File: src/rtl/dragon_body_if.sv
// dragon_body_if: bundles the head stream, growth events and the published
// body state between the head movement logic, dragon_body and its consumers.
// The master side drives the head position/direction and grow/shrink pulses;
// the slave side (dragon_body) drives the segment outputs.
interface dragon_body_if #(
    parameter int MAX_LEN = 8
);
    logic [7:0]           head_pos;
    logic [1:0]           head_dir;
    logic                 grow;
    logic                 shrink;
    logic [8*MAX_LEN-1:0] seg_pos;
    logic [2*MAX_LEN-1:0] seg_dir;
    logic [MAX_LEN-1:0]   seg_active;
    logic [3:0]           body_len;
    logic                 step;
    logic                 self_hit;

    modport master (
        output head_pos, head_dir, grow, shrink,
        input  seg_pos, seg_dir, seg_active, body_len, step, self_hit
    );

    modport slave (
        input  head_pos, head_dir, grow, shrink,
        output seg_pos, seg_dir, seg_active, body_len, step, self_hit
    );
endinterface

File: src/rtl/dragon_body.sv
// dragon_body: position-history chain turning the head's position/direction
// stream into trailing body segments, with grow/shrink length control and an
// optional self-collision detector.
// Optional feature macro: DRAGON_BODY_COLLISION_EN builds the comparator array
// and the self_hit register; without it self_hit is tied low.
module dragon_body #(
    parameter int MAX_LEN  = 8,
    parameter int INIT_LEN = 2
) (
    input  logic           clk,
    input  logic           reset,
    dragon_body_if.slave   bus
);

    localparam logic [3:0] MAX_LEN_L  = 4'(MAX_LEN);
    localparam logic [3:0] INIT_LEN_L = 4'(INIT_LEN);

    // Thermometer mask with the lowest len bits set.
    function automatic logic [MAX_LEN-1:0] len_mask(input logic [3:0] len);
        logic [MAX_LEN-1:0] m;
        for (int i = 0; i < MAX_LEN; i++) begin
            m[i] = (4'(i) < len);
        end
        return m;
    endfunction

    logic [7:0]         seg_pos_q [MAX_LEN];
    logic [1:0]         seg_dir_q [MAX_LEN];
    logic [7:0]         prev_pos;
    logic [1:0]         prev_dir;
    logic               step_q;
    logic [3:0]         body_len_q;
    logic [MAX_LEN-1:0] active_q;
    logic               grow_pending;

    logic               step_now;
    logic [3:0]         len_next;
    logic               pending_next;

    assign step_now = (bus.head_pos != prev_pos);

    // Shift the history chain whenever the head moves; direction always tracks.
    always_ff @(posedge clk) begin
        if (reset) begin
            for (int i = 0; i < MAX_LEN; i++) begin
                seg_pos_q[i] <= 8'h00;
                seg_dir_q[i] <= 2'b00;
            end
            prev_pos <= 8'h00;
            prev_dir <= 2'b00;
            step_q   <= 1'b0;
        end else begin
            prev_dir <= bus.head_dir;
            step_q   <= step_now;
            if (step_now) begin
                seg_pos_q[0] <= prev_pos;
                seg_dir_q[0] <= prev_dir;
                for (int i = 1; i < MAX_LEN; i++) begin
                    seg_pos_q[i] <= seg_pos_q[i-1];
                    seg_dir_q[i] <= seg_dir_q[i-1];
                end
                prev_pos <= bus.head_pos;
            end
        end
    end

    // Next length and pending-grow state: a simultaneous grow+shrink pair has
    // no effect, shrink first cancels a pending grow, and a pending grow is
    // only realised on a step so the new tail shows real history.
    always_comb begin
        len_next     = body_len_q;
        pending_next = grow_pending;
        if (bus.shrink && !bus.grow) begin
            if (grow_pending) begin
                pending_next = 1'b0;
            end else if (body_len_q > 4'd1) begin
                len_next = body_len_q - 4'd1;
            end
        end else if (step_now && grow_pending) begin
            if (body_len_q < MAX_LEN_L) begin
                len_next = body_len_q + 4'd1;
            end
            pending_next = 1'b0;
        end else if (bus.grow && !bus.shrink) begin
            pending_next = 1'b1;
        end
    end

    // Register length, its active mask and the pending-grow flag together.
    always_ff @(posedge clk) begin
        if (reset) begin
            body_len_q   <= INIT_LEN_L;
            active_q     <= len_mask(INIT_LEN_L);
            grow_pending <= 1'b0;
        end else begin
            body_len_q   <= len_next;
            active_q     <= len_mask(len_next);
            grow_pending <= pending_next;
        end
    end

    for (genvar g = 0; g < MAX_LEN; g++) begin : g_pack
        assign bus.seg_pos[8*g +: 8] = seg_pos_q[g];
        assign bus.seg_dir[2*g +: 2] = seg_dir_q[g];
    end

    assign bus.seg_active = active_q;
    assign bus.body_len   = body_len_q;
    assign bus.step       = step_q;

`ifdef DRAGON_BODY_COLLISION_EN
    logic hit_any;
    logic self_hit_q;

    // Compare the head against every active segment tile.
    always_comb begin
        hit_any = 1'b0;
        for (int i = 0; i < MAX_LEN; i++) begin
            if (active_q[i] && (seg_pos_q[i] == bus.head_pos)) begin
                hit_any = 1'b1;
            end
        end
    end

    // Register the hit only once the chain has absorbed the head's last move,
    // so a stale pre-shift segment set never produces a hit.
    always_ff @(posedge clk) begin
        if (reset) begin
            self_hit_q <= 1'b0;
        end else begin
            self_hit_q <= hit_any && !step_now;
        end
    end

    assign bus.self_hit = self_hit_q;
`else
    assign bus.self_hit = 1'b0;
`endif

endmodule
File: src/flat_wrapper.sv
// flat-port wrapper written by rule: the top's interface ports become plain ports
module dragon_body_flat 
#(
    parameter int MAX_LEN  = 8,
    parameter int INIT_LEN = 2
)
  (clk, reset, bus_head_pos, bus_head_dir, bus_grow, bus_shrink, bus_seg_pos, bus_seg_dir, bus_seg_active, bus_body_len, bus_step, bus_self_hit);
  dragon_body_if #(.MAX_LEN(MAX_LEN)) bus_i ();
  input  logic clk;
  input  logic reset;
  input wire logic [$bits(bus_i.head_pos)-1:0] bus_head_pos;
  input wire logic [$bits(bus_i.head_dir)-1:0] bus_head_dir;
  input wire logic [$bits(bus_i.grow)-1:0] bus_grow;
  input wire logic [$bits(bus_i.shrink)-1:0] bus_shrink;
  output wire logic [$bits(bus_i.seg_pos)-1:0] bus_seg_pos;
  output wire logic [$bits(bus_i.seg_dir)-1:0] bus_seg_dir;
  output wire logic [$bits(bus_i.seg_active)-1:0] bus_seg_active;
  output wire logic [$bits(bus_i.body_len)-1:0] bus_body_len;
  output wire logic [$bits(bus_i.step)-1:0] bus_step;
  output wire logic [$bits(bus_i.self_hit)-1:0] bus_self_hit;
  assign bus_i.head_pos = bus_head_pos;
  assign bus_i.head_dir = bus_head_dir;
  assign bus_i.grow = bus_grow;
  assign bus_i.shrink = bus_shrink;
  assign bus_seg_pos = bus_i.seg_pos;
  assign bus_seg_dir = bus_i.seg_dir;
  assign bus_seg_active = bus_i.seg_active;
  assign bus_body_len = bus_i.body_len;
  assign bus_step = bus_i.step;
  assign bus_self_hit = bus_i.self_hit;
  dragon_body #(.MAX_LEN(MAX_LEN), .INIT_LEN(INIT_LEN)) u_core (.clk(clk), .reset(reset), .bus(bus_i));
endmodule
File: config.mk
export PLATFORM = sky130hd
export DESIGN_NAME = dragon_body_flat
export DESIGN_NICKNAME = d
export VERILOG_FILES = /design/src/rtl/dragon_body_if.sv /design/src/rtl/dragon_body.sv /design/src/flat_wrapper.sv
export SDC_FILE = /design/constraint.sdc
export NUM_CORES = 1
export LEC_CHECK = 0
export CORE_MARGIN = 4
export CORE_UTILIZATION = 48
export DETAILED_ROUTE_END_ITERATION = 8
export PLACE_DENSITY = 0.77
export SYNTH_ARGS = -nofsm -noshare
export SYNTH_HDL_FRONTEND = slang
export SYNTH_SLANG_ARGS = --single-unit
File: constraint.sdc
create_clock -name clk -period 3.6 [get_ports clk]
set_input_delay 0.72 -clock clk [delete_from_list [all_inputs] [get_ports clk]]
set_output_delay 0.72 -clock clk [all_outputs]
set_load 0.005 [all_outputs]
==> run summary <==
max-slew violation count: 0
die height: 99.6 um
number of buffers and inverters on the critical path: 1
Setup TNS: 0 ns
Syn Nets: 290
relative slew slack: 0.325
Yosys reg bits: 103
Switching Fraction: 0.233
initial core utilization: 0.493
P&R area growth vs syn: 32.9%
Die Width: 99.6 um
WL/cell: 15.4 um
post-synth top area cell: edfxtp_1
io pins: 108
Yosys cell types: 42
layout cell share with drive strength beyond 1: 0.0990
crit-path cells: clkdlybuf4s50_1 > xnor2_1 > nand4_2 > or3_4
Slowest-stage cell, CP: or3_4
Gate Count Post-Synth: 273
area of the mapped netlist: 4030 um^2
clock root cell: clkbuf_8
total of warnings raised by yosys: 0
final hold viol count: 0
Hold Path Class: reg -> reg
drt via density: 4.84
DRT antenna net count: 0
DRT iter0 DRCs: 138
cts hold-fix bufs: 0
Setup WS pre-CTS: 0.822 ns
Fin Clk Skew: 0.0149 ns
met3 WL: 760 um
Placer Congestion: 0.818
RSZ-0062 raised after global routing: false
overall power: 2.17 mW
total track usage: 0.151
CP Data Required Time: 3.57 ns
PostCTS Resize Cnt: 0
CP arrival: 2.38 ns
clock group share of total power: 0.305
final net count: 396
Std-Cell Rows: 33
critical path endpoint category: flop
kind of critical path: in -> reg
sequential power share: 0.610
Logic pwr share: 0.085
die area: 9920 um^2
outcome: finished clean
worst skew pair latency: 0.36 ns
Final WS setup: 1.19 ns
type of origin of the critical path: input pin
WHS: 0.512 ns
DR top layer: met4
number of synthesized flops with an enable pin: 80
sw power: 506 uW
Antenna diodes: 0
post-route design area: 5350 um^2
Placed Area: 5170 um^2
Max H-tree Level: 3
Period minus WS final: 2.41 ns
Seq/Total Area, Yosys: 0.711
final-layout fill cell count: 627
achievable frequency: 415 MHz
worst reg2reg path startpoint: u_core.bus.body_len[0]$_SDFF_PP0_
pin count of the biggest net entering global routing: 81
Crit. Startpoint: bus_head_pos[7]
IO Port Bufs: 106
Finish-stage setup viols: 0
# Post-CTS Setup Buffers: 0
power per cell area: 406 nW/um^2
critical path peak fanout: 80
core footprint: 8180 um^2
met2 WL post-DR: 3.40 mm
vias: 2,366
TritonCTS Buffers: 9
TritonCTS clock tree: yes
initial antenna violation count: 0
Post-synth ARST share: 0
number of global-route vias before repair: 2,247
DRC viols: 0
grt total ovfl: 0
peak supply drop: 0.000197 V
most used flip-flop cell after synthesis: edfxtp_1
drt pass-1 iters: 4
P_leak: 2.09 nW
most common cell in the synthesized netlist: edfxtp_1
synth top area cells: edfxtp_1, dfxtp_1, and2_1
WL final: 7.52 mm
Max stage delay on crit path: 0.78 ns
post-DP HPWL: 5.26 mm
crit share post-route: 0.670
Max Cap Violations: 0
hold_sp: u_core.prev_dir[0]$_SDFF_PP0_
Synth top area share: 0.597
Worst-Margin Slew: 1.01 ns
first-pass GRT wire length: 11.5 mm
Pint: 1.67 mW
post-route met1 wirelength: 3.28 mm
clock slew seen by the registers of the worst setup and hold paths: 0.10 ns
delay-heaviest family, CP: simple AND/OR/NAND/NOR gates
total clock sinks: 103
Post-synth top cells: edfxtp_1, and2_1, nor2b_1
Post-Syn Area per Cell: 14.7 um^2
CTS max path bufs: 2
-- per-stage QoR --
stage               utilization  std cells
finish                    0.655        489
global placement          0.633        473
floorplan                     -        273
detailed placement        0.633        473
global route              0.655        489
CTS                       0.655        489
-- power by group through the flow --
stage / Combinational [mW] / Clock (mW) / Sequential [mW]
floorplan: 0.0906 / 0 / 1.35
global placement: 0.180 / 0 / 1.35
detailed placement: 0.186 / 0 / 1.35
CTS: 0.187 / 0.676 / 1.33
global route: 0.201 / 0.722 / 1.33
finish: 0.185 / 0.662 / 1.33
-- path summary, 6_finish.rpt --
path | end | slack [ns] | depth (start not counted)
setup / recovery | u_core.seg_pos_q[0][24]$_SDFFCE_PN0P_ | 1.19 | 4
hold / removal | u_core.seg_dir_q[0][0]$_SDFFCE_PN0P_ | 0.51 | 1
setup reg to reg | u_core.bus.seg_active[5]$_SDFF_PP0_ | 1.64 | 7
hold reg to reg | u_core.seg_dir_q[0][0]$_SDFFCE_PN0P_ | 0.51 | 1
-- cells by family (layout without fill, tap and decap cells) --
| kind of cell | Yosys count | count (layout) | synth area share |
|---|---|---|---|
| AO/OA/AOI/OAI | 15 | 15 | 0.0376 |
| AND/OR/NAND/NOR | 121 | 121 | 0.190 |
| adder cells (fa/ha/maj) | 3 | 3 | 0.00932 |
| multiplexers | 4 | 4 | 0.0115 |
| buffers and inverters | 17 | 128 | 0.0196 |
| XOR/XNOR | 9 | 9 | 0.0196 |
| flip-flops | 103 | 103 | 0.711 |
| other | 1 | 1 | 0.000931 |
-- layout make-up --
type / count / area [um^2] / area share
timing repair buffer: 107 / 1060 / 0.199
multi-input combinational: 153 / 1100 / 0.205
inverter: 5 / 18.8 / 0.00351
clock buffer: 9 / 124 / 0.0231
sequential: 103 / 2860 / 0.535
tap: 105 / 131 / 0.0245
clock inverter: 7 / 55.1 / 0.0103
-- layer usage --
layer / global-route usage / vias up
li1: - / 1151
met1: 0.190 / 1119
met2: 0.233 / 89
met3: 0.0694 / 7
met4: 0.0515 / 0
met5: 0 / -
-- placed cells by master, fill, tap and decap left out, types with 2 or more instances in the layout --
cell             netlist  layout
clkinv_4               0       2
inv_1                  3       3
inv_2                  2       2
nor2b_1               31      31
dfxtp_1               23      23
clkbuf_8               0       9
nor3_1                 3       3
a31oi_1                3       3
nor2_4                 1       2
edfxtp_1              80      80
clkdlybuf4s50_1        0     105
nand2_1                5       5
ha_1                   3       3
mux2i_1                2       2
nor2_1                 6       5
xnor2_1                9       9
nand4_2                2       2
o21ai_2                2       2
nand3_1                2       2
inv_6                  0       2
and2_1                60      60
nand2b_1               2       2
-- flip-flops by register name, summed over array words and instances (netlist names) --
name                   flops
u_core.seg_pos_q          64
u_core.seg_dir_q          16
u_core.bus.seg_active      8
u_core.prev_pos            8
u_core.bus.body_len        3
u_core.prev_dir            2
u_core.bus.step            1
u_core.grow_pending        1
No activity file was read; power rests on OpenSTA's default activity.
